--- config.mk ---
export PLATFORM = sky130hd
export DESIGN_NAME = spram_rr_scheduler_flat
export DESIGN_NICKNAME = d
export VERILOG_FILES = /design/src/rtl/spram_rr_scheduler_pkg.sv /design/src/rtl/spram_rr_scheduler_if.sv /design/src/rtl/spram_rr_scheduler_arbiter.sv /design/src/rtl/spram_rr_scheduler.sv /design/src/flat_wrapper.sv
export SDC_FILE = /design/constraint.sdc
export NUM_CORES = 1
export LEC_CHECK = 0
export ABC_CLOCK_PERIOD_IN_PS = 4300
export CAP_MARGIN = 10
export CORE_MARGIN = 5
export CORE_UTILIZATION = 30
export CTS_BUF_LIST = sky130_fd_sc_hd__clkbuf_4 sky130_fd_sc_hd__clkbuf_8 sky130_fd_sc_hd__clkbuf_16
export DETAILED_ROUTE_END_ITERATION = 10
export PLACE_DENSITY = 0.93
export SKIP_CTS_REPAIR_TIMING = 1
export SLEW_MARGIN = 20
export SYNTH_ARGS = -nofsm -noshare
export SYNTH_HDL_FRONTEND = slang
export SYNTH_SLANG_ARGS = --single-unit
--- constraint.sdc ---
create_clock -name clk_i -period 4.3 [get_ports clk_i]
set_clock_uncertainty 0.2 [all_clocks]
set_input_delay 0.86 -clock clk_i [delete_from_list [all_inputs] [get_ports clk_i]]
set_output_delay 0.86 -clock clk_i [all_outputs]
set_load 0.1 [all_outputs]
--- src/rtl/spram_rr_scheduler_pkg.sv ---
// Shared types and helpers for the single-port RAM round-robin scheduler.
// Optional grant locking is enabled with the SPRAM_SCHED_LOCK_EN macro.
package spram_sched_pkg;

    localparam int SCHED_DATA_W = 8;
    localparam int SCHED_ADDR_W = 4;
    localparam int unsigned PTR_RESET = 0;

    typedef struct packed {
        logic                    we;
        logic [SCHED_ADDR_W-1:0] addr;
        logic [SCHED_DATA_W-1:0] wdata;
    } sched_cmd_t;

    // Explicit wrap so that a non-power-of-2 requester count never reaches an unused index.
    function automatic int unsigned ptr_inc(input int unsigned ptr, input int unsigned numReq);
        return (ptr + 1 >= numReq) ? 0 : ptr + 1;
    endfunction

endpackage

--- src/rtl/spram_rr_scheduler_if.sv ---
// Requester-side command/response bundle of the spram scheduler.
// req_lock only exists when SPRAM_SCHED_LOCK_EN is defined.
interface spram_rr_scheduler_if #(
    parameter int NUM_REQ    = 4,
    parameter int DATA_WIDTH = 8,
    parameter int ADDR_WIDTH = 4
);
    logic [NUM_REQ-1:0]                 req_valid;
    logic [NUM_REQ-1:0]                 req_ready;
    logic [NUM_REQ-1:0]                 req_we;
    logic [NUM_REQ-1:0][ADDR_WIDTH-1:0] req_addr;
    logic [NUM_REQ-1:0][DATA_WIDTH-1:0] req_wdata;
    logic [NUM_REQ-1:0]                 rsp_valid;
    logic [DATA_WIDTH-1:0]              rsp_data;
`ifdef SPRAM_SCHED_LOCK_EN
    logic [NUM_REQ-1:0]                 req_lock;

    modport master (output req_valid, req_we, req_addr, req_wdata, req_lock,
                    input  req_ready, rsp_valid, rsp_data);
    modport slave  (input  req_valid, req_we, req_addr, req_wdata, req_lock,
                    output req_ready, rsp_valid, rsp_data);
`else
    modport master (output req_valid, req_we, req_addr, req_wdata,
                    input  req_ready, rsp_valid, rsp_data);
    modport slave  (input  req_valid, req_we, req_addr, req_wdata,
                    output req_ready, rsp_valid, rsp_data);
`endif
endinterface

--- src/rtl/spram_rr_scheduler_arbiter.sv ---
// Reusable round-robin arbiter: request vector in, one-hot grant and winner index out.
// With SPRAM_SCHED_LOCK_EN a winner asserting lock keeps priority while it stays valid.
module rr_arbiter
    import spram_sched_pkg::*;
#(
    parameter int NUM_REQ  = 4,
    parameter int ID_WIDTH = $clog2(NUM_REQ)
) (
    input  logic                clk_i,
    input  logic                rst_i,
    input  logic [NUM_REQ-1:0]  req_i,
    input  logic                advance_i,
`ifdef SPRAM_SCHED_LOCK_EN
    input  logic [NUM_REQ-1:0]  lock_i,
`endif
    output logic [NUM_REQ-1:0]  grant_o,
    output logic [ID_WIDTH-1:0] winner_o
);

    logic [ID_WIDTH-1:0] ptr_q, ptr_d;
    logic                found;
    int unsigned         idx;
`ifdef SPRAM_SCHED_LOCK_EN
    logic                locked_q, locked_d;
    logic [ID_WIDTH-1:0] holder_q, holder_d;
`endif

    always_comb begin
        grant_o  = '0;
        winner_o = '0;
        found    = 1'b0;
        idx      = 0;
        for (int k = 0; k < NUM_REQ; k++) begin
            idx = 32'(ptr_q) + 32'(k);
            if (idx >= NUM_REQ) idx = idx - NUM_REQ;
            if (!found && req_i[ID_WIDTH'(idx)]) begin
                found    = 1'b1;
                winner_o = ID_WIDTH'(idx);
            end
        end
`ifdef SPRAM_SCHED_LOCK_EN
        // A held lock overrides the round-robin search for as long as the holder stays valid.
        if (locked_q && req_i[holder_q]) begin
            found    = 1'b1;
            winner_o = holder_q;
        end
        locked_d = advance_i && found && lock_i[winner_o];
        holder_d = winner_o;
`endif
        if (found) grant_o[winner_o] = 1'b1;
        ptr_d = ptr_q;
        if (advance_i && found) ptr_d = ID_WIDTH'(ptr_inc(32'(winner_o), NUM_REQ));
    end

    always_ff @(posedge clk_i) begin
        if (rst_i) begin
            ptr_q <= ID_WIDTH'(PTR_RESET);
`ifdef SPRAM_SCHED_LOCK_EN
            locked_q <= 1'b0;
            holder_q <= '0;
`endif
        end else begin
            ptr_q <= ptr_d;
`ifdef SPRAM_SCHED_LOCK_EN
            locked_q <= locked_d;
            holder_q <= holder_d;
`endif
        end
    end

endmodule

--- src/rtl/spram_rr_scheduler.sv ---
// Shares one single-port RAM (1-cycle registered read) between NUM_REQ requesters, round-robin.
// Define SPRAM_SCHED_LOCK_EN to add per-requester grant locking via req_lock.
module spram_rr_scheduler
    import spram_sched_pkg::*;
#(
    parameter int NUM_REQ    = 4,
    parameter int DATA_WIDTH = SCHED_DATA_W,
    parameter int ADDR_WIDTH = SCHED_ADDR_W,
    parameter int ID_WIDTH   = $clog2(NUM_REQ)
) (
    input  logic                  clk_i,
    input  logic                  rst_i,
    spram_rr_scheduler_if.slave   bus,
    output logic                  mem_en_o,
    output logic                  mem_we_o,
    output logic [ADDR_WIDTH-1:0] mem_addr_o,
    output logic [DATA_WIDTH-1:0] mem_din_o,
    input  logic [DATA_WIDTH-1:0] mem_dout_i
);

    logic [NUM_REQ-1:0]  reqValid;
    logic [NUM_REQ-1:0]  grant;
    logic [ID_WIDTH-1:0] winner;
    logic                cmdTaken;
    sched_cmd_t          cmd;
    logic [NUM_REQ-1:0]  rspValid_q, rspValid_d;

    // Masking valid during reset keeps ready low and stops any command reaching the RAM.
    assign reqValid = bus.req_valid & {NUM_REQ{~rst_i}};
    assign cmdTaken = |grant;

    rr_arbiter #(
        .NUM_REQ  (NUM_REQ),
        .ID_WIDTH (ID_WIDTH)
    ) u_arb (
        .clk_i     (clk_i),
        .rst_i     (rst_i),
        .req_i     (reqValid),
        .advance_i (cmdTaken),
`ifdef SPRAM_SCHED_LOCK_EN
        .lock_i    (bus.req_lock),
`endif
        .grant_o   (grant),
        .winner_o  (winner)
    );

    always_comb begin
        cmd = '0;
        if (cmdTaken) begin
            cmd.we    = bus.req_we[winner];
            cmd.addr  = bus.req_addr[winner];
            cmd.wdata = bus.req_wdata[winner];
        end
        rspValid_d = cmd.we ? '0 : grant;
    end

    always_ff @(posedge clk_i) begin
        if (rst_i) rspValid_q <= '0;
        else       rspValid_q <= rspValid_d;
    end

    assign bus.req_ready = grant;
    assign bus.rsp_valid = rspValid_q;
    assign bus.rsp_data  = mem_dout_i;
    assign mem_en_o      = cmdTaken;
    assign mem_we_o      = cmd.we;
    assign mem_addr_o    = cmd.addr;
    assign mem_din_o     = cmd.wdata;

endmodule
--- src/flat_wrapper.sv ---
// flat-port wrapper written by rule: the top's interface ports become plain ports
module spram_rr_scheduler_flat import spram_sched_pkg::*;
#(
    parameter int NUM_REQ    = 4,
    parameter int DATA_WIDTH = SCHED_DATA_W,
    parameter int ADDR_WIDTH = SCHED_ADDR_W,
    parameter int ID_WIDTH   = $clog2(NUM_REQ)
)
  (clk_i, rst_i, mem_en_o, mem_we_o, mem_addr_o, mem_din_o, mem_dout_i, bus_req_valid, bus_req_we, bus_req_addr, bus_req_wdata, bus_req_ready, bus_rsp_valid, bus_rsp_data);
  spram_rr_scheduler_if #(.NUM_REQ(NUM_REQ), .DATA_WIDTH(DATA_WIDTH), .ADDR_WIDTH(ADDR_WIDTH)) bus_i ();
  input  logic clk_i;
  input  logic rst_i;
  output logic mem_en_o;
  output logic mem_we_o;
  output logic [ADDR_WIDTH-1:0] mem_addr_o;
  output logic [DATA_WIDTH-1:0] mem_din_o;
  input  logic [DATA_WIDTH-1:0] mem_dout_i;
  input wire logic [$bits(bus_i.req_valid)-1:0] bus_req_valid;
  input wire logic [$bits(bus_i.req_we)-1:0] bus_req_we;
  input wire logic [$bits(bus_i.req_addr)-1:0] bus_req_addr;
  input wire logic [$bits(bus_i.req_wdata)-1:0] bus_req_wdata;
  output wire logic [$bits(bus_i.req_ready)-1:0] bus_req_ready;
  output wire logic [$bits(bus_i.rsp_valid)-1:0] bus_rsp_valid;
  output wire logic [$bits(bus_i.rsp_data)-1:0] bus_rsp_data;
  assign bus_i.req_valid = bus_req_valid;
  assign bus_i.req_we = bus_req_we;
  assign bus_i.req_addr = bus_req_addr;
  assign bus_i.req_wdata = bus_req_wdata;
  assign bus_req_ready = bus_i.req_ready;
  assign bus_rsp_valid = bus_i.rsp_valid;
  assign bus_rsp_data = bus_i.rsp_data;
  spram_rr_scheduler #(.NUM_REQ(NUM_REQ), .DATA_WIDTH(DATA_WIDTH), .ADDR_WIDTH(ADDR_WIDTH), .ID_WIDTH(ID_WIDTH)) u_core (.clk_i(clk_i), .rst_i(rst_i), .bus(bus_i), .mem_en_o(mem_en_o), .mem_we_o(mem_we_o), .mem_addr_o(mem_addr_o), .mem_din_o(mem_din_o), .mem_dout_i(mem_dout_i));
endmodule
* Yosys cells after proc, flatten, opt, wreduce, memory -nomap -nowiden
Cells that the tools add are included.
** Storage, ports and cells
- Register bits :: 6
- Output and inout port bits :: 30
** Cells by class
- $add $sub $neg :: 8
- $lt $le $gt $ge :: 11
- Muxes and demuxes :: 31
- Bitwise logic cells :: 2
- Reductions and logical operators :: 10
** Operators by type and width (count)
- 2-bit 2-to-1 mux :: 9
- 8-bit binary-select mux with 2-bit select :: 1
- 2-bit by 3-bit less-than comparator with 1-bit output, second input constant :: 5
- 13-bit 2-to-1 mux :: 1
- 3-bit >= comparator, second input constant :: 4
- 1-bit binary-select mux with 2-bit select :: 5
- 1-bit 2-to-1 mux :: 10
- 4-bit binary-select mux with 2-bit select :: 1
- 4-bit 2-to-1 mux :: 2
- 8-bit 2-to-1 mux :: 1
- 2-bit by 1-bit subtractor with 2-bit output, second input constant :: 4
- 2-bit by 1-bit adder with 3-bit output, second input constant :: 2
- 2-bit by 2-bit adder with 3-bit output, second input constant :: 2
- 1-bit logical AND :: 5
- 4-bit bitwise AND :: 1
- 4-bit OR reduction :: 1
- 2-bit by 3-bit >= comparator with 1-bit output, second input constant :: 1
- 1-bit zero test :: 3
- 1-bit demux with 2-bit select :: 1
- 2-bit by 1-bit >= comparator with 1-bit output, second input constant :: 1
- 2-bit OR reduction :: 1
- 1-bit inverter :: 1

* Depth between registers and ports, before layout
- Depth in word-level cells :: 22
- Gate-level depth with buffers :: 10

* By module
From an unflattened synthesis, not the netlist that was laid out.
** Unflattened totals
- Cells, all modules :: 80
- Area, all modules :: 867.1 um^2
** By module, submodules not included
- spram_rr_scheduler :: instances 1, cells an instance 50, area an instance 609.3 um^2, seq. area each 80.1 um^2
- rr_arbiter :: instances 1, cells an instance 30, area an instance 257.7 um^2, seq. area each 40.0 um^2

* Least setup slack after synthesis
OpenSTA, ideal clock, no wires.
- Path kind :: input to output
- Start :: input port bus_req_valid[3]
- End :: output port mem_addr_o[0]
- Arrival time :: 4689 ps
- Setup slack :: -1449 ps
- Stages :: 5
- Path through :: nor2_1 > a21oi_1 > nand2_1 > buf_2 > o22ai_1
** On the way
- Word-level cells in the longest chain between the ends :: 20
- Elaborated cells between the ends (all ways) :: 33
- Those cells by class :: 2 x order compare; 22 x mux; 1 x bitwise; 8 x reduce/logical
** RTL lines
- from (decl) :: line flat_wrapper.sv:18 : input wire logic [$bits(bus_i.req_valid)-1:0] bus_req_valid;
- 4-bit bitwise AND (*) :: line spram_rr_scheduler.sv:29 : assign reqValid = bus.req_valid & {NUM_REQ{~rst_i}};
- 1-bit binary-select mux with 2-bit select :: line spram_rr_scheduler_arbiter.sv:36 : if (!found && req_i[ID_WIDTH'(idx)]) begin
- 1-bit 2-to-1 mux (not written as such) :: line spram_rr_scheduler_arbiter.sv:36
- 1-bit 2-to-1 mux :: line spram_rr_scheduler_arbiter.sv:36
- 1-bit zero test :: line spram_rr_scheduler_arbiter.sv:36
- 1-bit logical AND :: line spram_rr_scheduler_arbiter.sv:36
- 1-bit 2-to-1 mux :: line spram_rr_scheduler_arbiter.sv:36
- 1-bit zero test :: line spram_rr_scheduler_arbiter.sv:36
- (+5 left out)
- 2-bit by 3-bit less-than comparator with 1-bit output (not written as such) / 2-bit by 1-bit >= comparator with 1-bit output (equally long branches) :: line spram_rr_scheduler_arbiter.sv:50 : if (found) grant_o[winner_o] = 1'b1;
- 1-bit logical AND (not written as such) :: line spram_rr_scheduler_arbiter.sv:50
- 1-bit 2-to-1 mux (not written as such) :: line spram_rr_scheduler_arbiter.sv:50
- 1-bit demux with 2-bit select :: line spram_rr_scheduler_arbiter.sv:50
- 4-bit 2-to-1 mux (*) :: line spram_rr_scheduler_arbiter.sv:50
- 4-bit OR reduction (*) :: line spram_rr_scheduler.sv:30 : assign cmdTaken = |grant;
- net mem_en_o :: line flat_wrapper.sv:13 : output logic mem_en_o;
- 13-bit 2-to-1 mux (*) :: line spram_rr_scheduler.sv:49 : if (cmdTaken) begin
- to (decl) :: line flat_wrapper.sv:15 : output logic [ADDR_WIDTH-1:0] mem_addr_o;
The timed path passes the listed nets; every way through them passes the cells marked *. The select of a mux whose other input is x is not followed.

* Worst setup path after layout
- Start :: input port bus_req_valid[2]
- End :: output port mem_din_o[6]
** On the way
- Word-level cells in the longest chain between the ends :: 20
- Elaborated cells between the ends (all ways) :: 33
- Those cells by class :: 2 x order compare; 22 x mux; 1 x bitwise; 8 x reduce/logical
** RTL lines
- 4-bit bitwise AND (*) :: line spram_rr_scheduler.sv:29
- 1-bit binary-select mux with 2-bit select :: line spram_rr_scheduler_arbiter.sv:36
- 1-bit 2-to-1 mux (not written as such) :: line spram_rr_scheduler_arbiter.sv:36
- 1-bit 2-to-1 mux :: line spram_rr_scheduler_arbiter.sv:36
- 1-bit zero test :: line spram_rr_scheduler_arbiter.sv:36
- 1-bit logical AND :: line spram_rr_scheduler_arbiter.sv:36
- 1-bit 2-to-1 mux :: line spram_rr_scheduler_arbiter.sv:36
- 1-bit zero test :: line spram_rr_scheduler_arbiter.sv:36
- (+4 left out)
- 2-bit 2-to-1 mux :: line spram_rr_scheduler_arbiter.sv:36
- 2-bit by 3-bit less-than comparator with 1-bit output (not written as such) / 2-bit by 1-bit >= comparator with 1-bit output (equally long branches) :: line spram_rr_scheduler_arbiter.sv:50
- 1-bit logical AND (not written as such) :: line spram_rr_scheduler_arbiter.sv:50
- 1-bit 2-to-1 mux (not written as such) :: line spram_rr_scheduler_arbiter.sv:50
- 1-bit demux with 2-bit select :: line spram_rr_scheduler_arbiter.sv:50
- 4-bit 2-to-1 mux :: line spram_rr_scheduler_arbiter.sv:50
- 4-bit OR reduction :: line spram_rr_scheduler.sv:30
- 13-bit 2-to-1 mux (*) :: line spram_rr_scheduler.sv:49
- to (decl) :: line flat_wrapper.sv:16 : output logic [DATA_WIDTH-1:0] mem_din_o;
Every way passes the cells marked *; elsewhere a longest branch is shown, timed or not. The select of a mux whose other input is x is not followed.

==> impl_metrics.csv <==
group,metric,value,unit
run_status,status,"finished, final reports clean",
sta,worst_pin_slew,0.9782,ns
sta,worst_slack,0.2460,ns
pwr,p_leak,0.7110,nW
logic_synthesis,synthFlopType,"dfxtp_1",
logic_synthesis,netlist_top_cells_area,"mux2i_1 30%, dfxtp_1 14%, o22ai_1 9.5%, buf_4 7.0%, ha_1 5.8%",
setup_path,critPathArrivalTime,2.99,ns
sta,finalHoldViolCount,0,
route,drtPass1Iterations,4,
floorplanning,coreArea,0.002758,mm^2
floorplanning,ioPinCount,96,
logic_synthesis,netlist_area,859.6,um^2
floorplanning,chipWidth,63.53,um
floorplanning,die_y,63.53,um
clock_tree,clkLatencyLatePin,0.25,ns
route,post_drt_wl_per_cell,16.10,um
logic_synthesis,synth_edf_count,0,
global_route,grt_util_all_layers,0.1566,
setup_path,crit_top_cell,"nand2_1",
sta,finalSetupViolations,0,
sta,rsz0062_at_grt,"no",
setup_path,path_cells,"clkdlybuf4s50_1, nor2b_1, o21ai_1, nand2_1, nor3_4, inv_2, nand2_1, buf_4, o22ai_1, buf_12",
layout,nets,245,
clock_tree,cts.sinks,6,
logic_synthesis,syn-num-nets,169,
sta,relSlewSlack,0.3458,
layout,drive_gt1_frac,0.2370,
layout,n_antenna_cell,0,
pwr,cellPowerDensity,259.7,mW/mm^2
flow_run,drv_cap,0,
setup_path,cp_slowest_stage_delay,0.49,ns
setup_path,required,3.24,ns
clock_tree,htreeDepth,1,
clock_tree,clk_path_buf_depth,2,
layout,fin_cells,204,
logic_synthesis,yosysWarnings,0,
floorplanning,row_count,19,
layout,syn2layout_area_growth,122.3,%
global_route,grt_pass1_vias,1133,
global_route,globalRouteOverflowTotal,0,
setup_path,crit_type,"in2out",
sta,clock.fmax,246.7,MHz
logic_synthesis,synth_top_area_cell,"mux2i_1",
logic_synthesis,ys_ff_latch,6,
place,place_inst,201,
route,vias,1066,
floorplanning,start_util,0.3117,
logic_synthesis,syn_avg_cell_area,8.683,um^2
logic_synthesis,syn_inst,99,
hold_path,min_from,"u_core.u_arb.ptr_q[0]$_SDFFE_PP0P_",
setup_path,cpMaxStageDelayCell,"clkdlybuf4s50_1",
logic_synthesis,synth_top_area_frac,0.3028,
hold_path,min-delay-path-class,"reg2reg",
floorplanning,dieArea,0.004036,mm^2
place,io_buffers,79,
global_route,grt_pass1_wl,5175,um
setup_path,crit_path_start_kind,"primary input",
logic_synthesis,yosysMostFrequentCell,"mux2i_1",
route,drtAntennaViolNets,0,
logic_synthesis,synth_async_sr_flop_share,0,
setup_path,r2r-start,"u_core.u_arb.ptr_q[0]$_SDFFE_PP0P_",
setup_path,worstSetupStartpoint,"bus_req_valid[2]",
setup_path,crit_fanout,20,
place,dp.final_hpwl,2867,um
logic_synthesis,synth_cell_types,26,
clock_tree,cts_tree,"built",
setup_path,cp-end-kind,"output port",
clock_tree,numCtsBuffers,3,
sta,tns,0,ns
route,totalWireLength,3284,um
sta,hold_ws,0.3100,ns
place,place_ws,0.2319,ns
route,routed_via_density,5.225,
global_route,grt_max_degree,21,
global_route,grt_antenna_before_repair,0,
sta,fin_crit,4.054,ns
clock_tree,clk_pin_slew,0.05,ns
logic_synthesis,synth_common_cells,"26 x mux2i_1, 13 x o22ai_1, 8 x buf_4, 6 x dfxtp_1, 5 x and2_1",
place,gp_congestion,0.8365,
logic_synthesis,yosysSeqAreaShare,0.1397,
clock_tree,root_buffer,"clkbuf_4",
sta,maxSlewViolCount,0,
pwr,vdd_drop_max,0.0002884,V
route,drc,0,
sta,fin_crit_sh,0.9428,
route,drt_iter0_markers,39,
## critical path: cells and delay by family
family | cells | cell delay [ns]
buffers and inverters | 4 | 1.26
and+or+nand+nor | 4 | 0.52
AOI/OAI and AO/OA | 2 | 0.34
## registers in the layout, indices dropped and copies added, names as in the netlist
register and cells:
u_core.bus.rsp_valid 4, u_core.u_arb.ptr_q 2
## stage by stage
stage	power, mW	area (um^2)	util
finish	0.4961	1911	0.6928
detailed placement	0.4440	1888	0.6847
global placement	0.4378	1888	0.6847
CTS	0.5008	1911	0.6928
global route	0.5135	1911	0.6928
floorplan	0.3249	939.7	-
## final timing paths
| kind | to | slack [ns] | cells after the start |
|---|---|---|---|
| max reg2reg | u_core.bus.rsp_valid[0]$_SDFF_PP0_ | 1.93 | 9 |
| min | u_core.u_arb.ptr_q[0]$_SDFFE_PP0P_ | 0.31 | 2 |
| min reg2reg | u_core.u_arb.ptr_q[0]$_SDFFE_PP0P_ | 0.31 | 2 |
| max | mem_din_o[6] | 0.25 | 10 |
## where the power goes
group          switching (mW)  leakage, nW  internal (mW)  total [mW]
Clock                  0.0238       0.0138         0.0318      0.0556
Sequential            0.00222       0.0489         0.0593      0.0616
Combinational           0.223        0.648          0.156       0.379
## cell usage in the layout, fill, tap and decap left out, types with 2 or more instances in the layout
cell type / n
buf_12: 18
nor2b_1: 4
ha_1: 4
mux2i_1: 26
dfxtp_1: 6
clkbuf_4: 3
and2_1: 5
a31o_1: 4
buf_4: 4
nand2_1: 4
nor2_1: 3
and4_1: 4
o22ai_2: 11
clkdlybuf4s50_1: 61
o22ai_1: 2
o21ai_0: 2
## cell families (layout without fill, tap and decap cells)
kind of cell | Yosys count | count (layout) | synth area share
AOI/OAI and AO/OA | 25 | 25 | 0.1980
adders and majority gates | 4 | 4 | 0.05823
buffers and inverters | 14 | 88 | 0.1150
DFF | 6 | 6 | 0.1397
muxes | 26 | 26 | 0.3028
and+or+nand+nor | 24 | 24 | 0.1863
## layer usage
| metal | global-route usage | part of all wire | vias to the layer above |
|---|---|---|---|
| met3 | 0.06572 | 0.12 | 10 |
| met2 | 0.2728 | 0.52 | 68 |
| met1 | 0.1534 | 0.33 | 472 |
| met5 | 0 | 0 | - |
| li1 | - | - | 516 |
| met4 | 0.08831 | 0.030 | 0 |
## layout make-up
type	instances	area (um^2)
timing repair buffer	83	1001
tap	31	38.79
clock buffer	3	22.52
inverter	2	7.507
multi-input combinational	79	720.7
sequential	6	120.1
fill	206	847.1
Power figures use the tool's default switching activity.
==> RTL edit (same settings) <==
Change the package constant `SCHED_DATA_W` from 8 to 10.
--- a/src/rtl/spram_rr_scheduler_pkg.sv
+++ b/src/rtl/spram_rr_scheduler_pkg.sv
@@ -2,7 +2,7 @@
 // Optional grant locking is enabled with the SPRAM_SCHED_LOCK_EN macro.
 package spram_sched_pkg;
 
-    localparam int SCHED_DATA_W = 8;
+    localparam int SCHED_DATA_W = 10;
     localparam int SCHED_ADDR_W = 4;
     localparam int unsigned PTR_RESET = 0;
 
Ports: changed (resized bus_req_wdata, bus_rsp_data, mem_din_o and mem_dout_i); port bits go from 96 to 110. The function was not compared with the original's and may differ.
==> RTL edit against the original RTL <==
  * Sequential share of layout area decreased by 1.0 points
  * Sequential cell count did not move
  * Final area grew 19%
  * Maximum frequency fell by 0.66%
  * Routed wire length up 3.9%
  * Setup slack got worse by 0.027 ns
  * Synthesized area grew 36%
  * Combinational power up 9.8%
  * First-iteration DRC count shrank 15%
  * Total power up 13%
  * Count of clock-buffer cells in the layout unchanged
  * Largest power group unchanged
==> RTL edit: results <==
group,metric,value,unit
status,result_of_the_run,"finished clean",
clock_network,clock_tree.root_cell,"sky130_fd_sc_hd__clkbuf_8",
place,dp_hpwl,2.86,mm
timing,maxSlewHeadroom,0.351,
synth,synth_xor_area_frac,0,
detailed_routing,drt_iter0_markers,33,
power,power_per_cell_area,246,mW/mm^2
detailed_routing,wl,3.41,mm
setup_path,critPathMaxFanout,21,
synth,synth.cells.most_frequent,"sky130_fd_sc_hd__mux2i_1, sky130_fd_sc_hd__and2_1, sky130_fd_sc_hd__buf_4",
global_route,grt_start_max_net_pins,39,
setup_path,worst-r2r-setup-slack,2.20,ns
global_route,grt_antenna_before_repair,0,
finish,final_nets,298,
finish,layout-drive-gt1-share,0.162,
synth,multiplexer_fraction_of_the_synthesized_cell_area,0.418,
timing,timing.final.crit_period,4.08,ns
setup_path,critPathLaunch,"bus_req_valid[1]",
place,placed_cell_area,0.00224,sq mm
power,power.ir.vdd_worst,0.131,mV
place,io_buffers,89,
place,place_ws,0.223,ns
detailed_routing,detailroute.wirelength.met3,396,microns
synth,compound_gate_fraction_of_synth_area,0.0513,
setup_path,r2r_start,"u_core.u_arb.ptr_q[1]",
setup_path,worstSetupPathType,"input pin to primary output",
finish,final.fill_count,326,
timing,timing.hold.ws,0.332,ns
place,finalWeightedCongestion,0.831,
clock_network,worstSkewPairLatency,0.22,ns
synth,ys_types,27,
synth,synth.net_count,219,
global_route,grt_pass1_vias,1262,
min_path,hold-path-endpoint,"u_core.u_arb.ptr_q[0]",
detailed_routing,vias_per_cell,4.62,
setup_path,critical_path.max_stage_delay,0.55,ns
synth,post_synth.cell_area_avg,8.42,sq um
setup_path,cells_on_worst_reg2reg_path,6,
detailed_routing,antenna_left,0,
synth,synth_fa_ha_area_frac,0.0428,
setup_path,worst-endpoint-arrival,3.02,ns
setup_path,end_of_the_worst_register_to_register_path,"u_core.u_arb.ptr_q[1]",
global_route,globalRouteTotalUtil,0.126,
clock_network,clk_transition_reported_paths,0.04,ns
synth,synth.yosys.seq_area_share,0.103,
place,placed_cells_incl_taps,261,
global_route,grt_pass1_wl,5.35,mm
detailed_routing,dr_wl_met2,1.78,mm
min_path,min_delay_path_depth,2,
synth,most_area_consuming_cells_after_synthesis,"sky130_fd_sc_hd__mux2i_1, sky130_fd_sc_hd__and2_1, sky130_fd_sc_hd__dfxtp_1",
power,leakage,1.07,nW
synth,yosys_synthesis_warning_count,0,
detailed_routing,dr_total_vias,1220,
detailed_routing,wl_met1,1.20,mm
[RTL edit: how the worst max path moves through the flow]
stage	endpoint	slack, ns
after floorplan	mem_din_o[3]	-0.37
after global placement	bus_req_ready[2]	0.28
after detailed placement	bus_req_ready[0]	0.22
after CTS	bus_req_ready[0]	0.21
after global routing	bus_req_ready[0]	0.11
final	bus_req_ready[0]	0.22
[RTL edit: layout make-up]
type                    instances  share of cell area
well taps                      48              0.0264
clock buffers                   3              0.0181
inverters                       7              0.0115
repair buffers                 93               0.498
flip-flops and latches          6              0.0527
multi-input cells             107               0.394
[RTL edit: logic make-up after synthesis]
logic type | after synthesis
AOI/OAI and AO/OA | 8
DFF | 6
buffers and inverters | 26
adders and majority gates | 4
muxes | 46
and+or+nand+nor | 49
[RTL edit: worst min-delay path, stage by stage, from the launching register on]
cell and delay [ns]:
sky130_fd_sc_hd__dfxtp_1 0.33, sky130_fd_sc_hd__nor2_1 0.11, sky130_fd_sc_hd__nor3_1 0.04
[RTL edit: routing by layer]
metal  up-vias  GRT usage
met2        64      0.241
met4         0     0.0492
met5         -          0
met3         3     0.0429
li1        614          -
met1       539      0.125
[RTL edit: power by group]
| group | internal (mW) | switching [mW] |
|---|---|---|
| logic | 0.178 | 0.237 |
| registers | 0.0592 | 0.00201 |
| clock network | 0.0601 | 0.0240 |
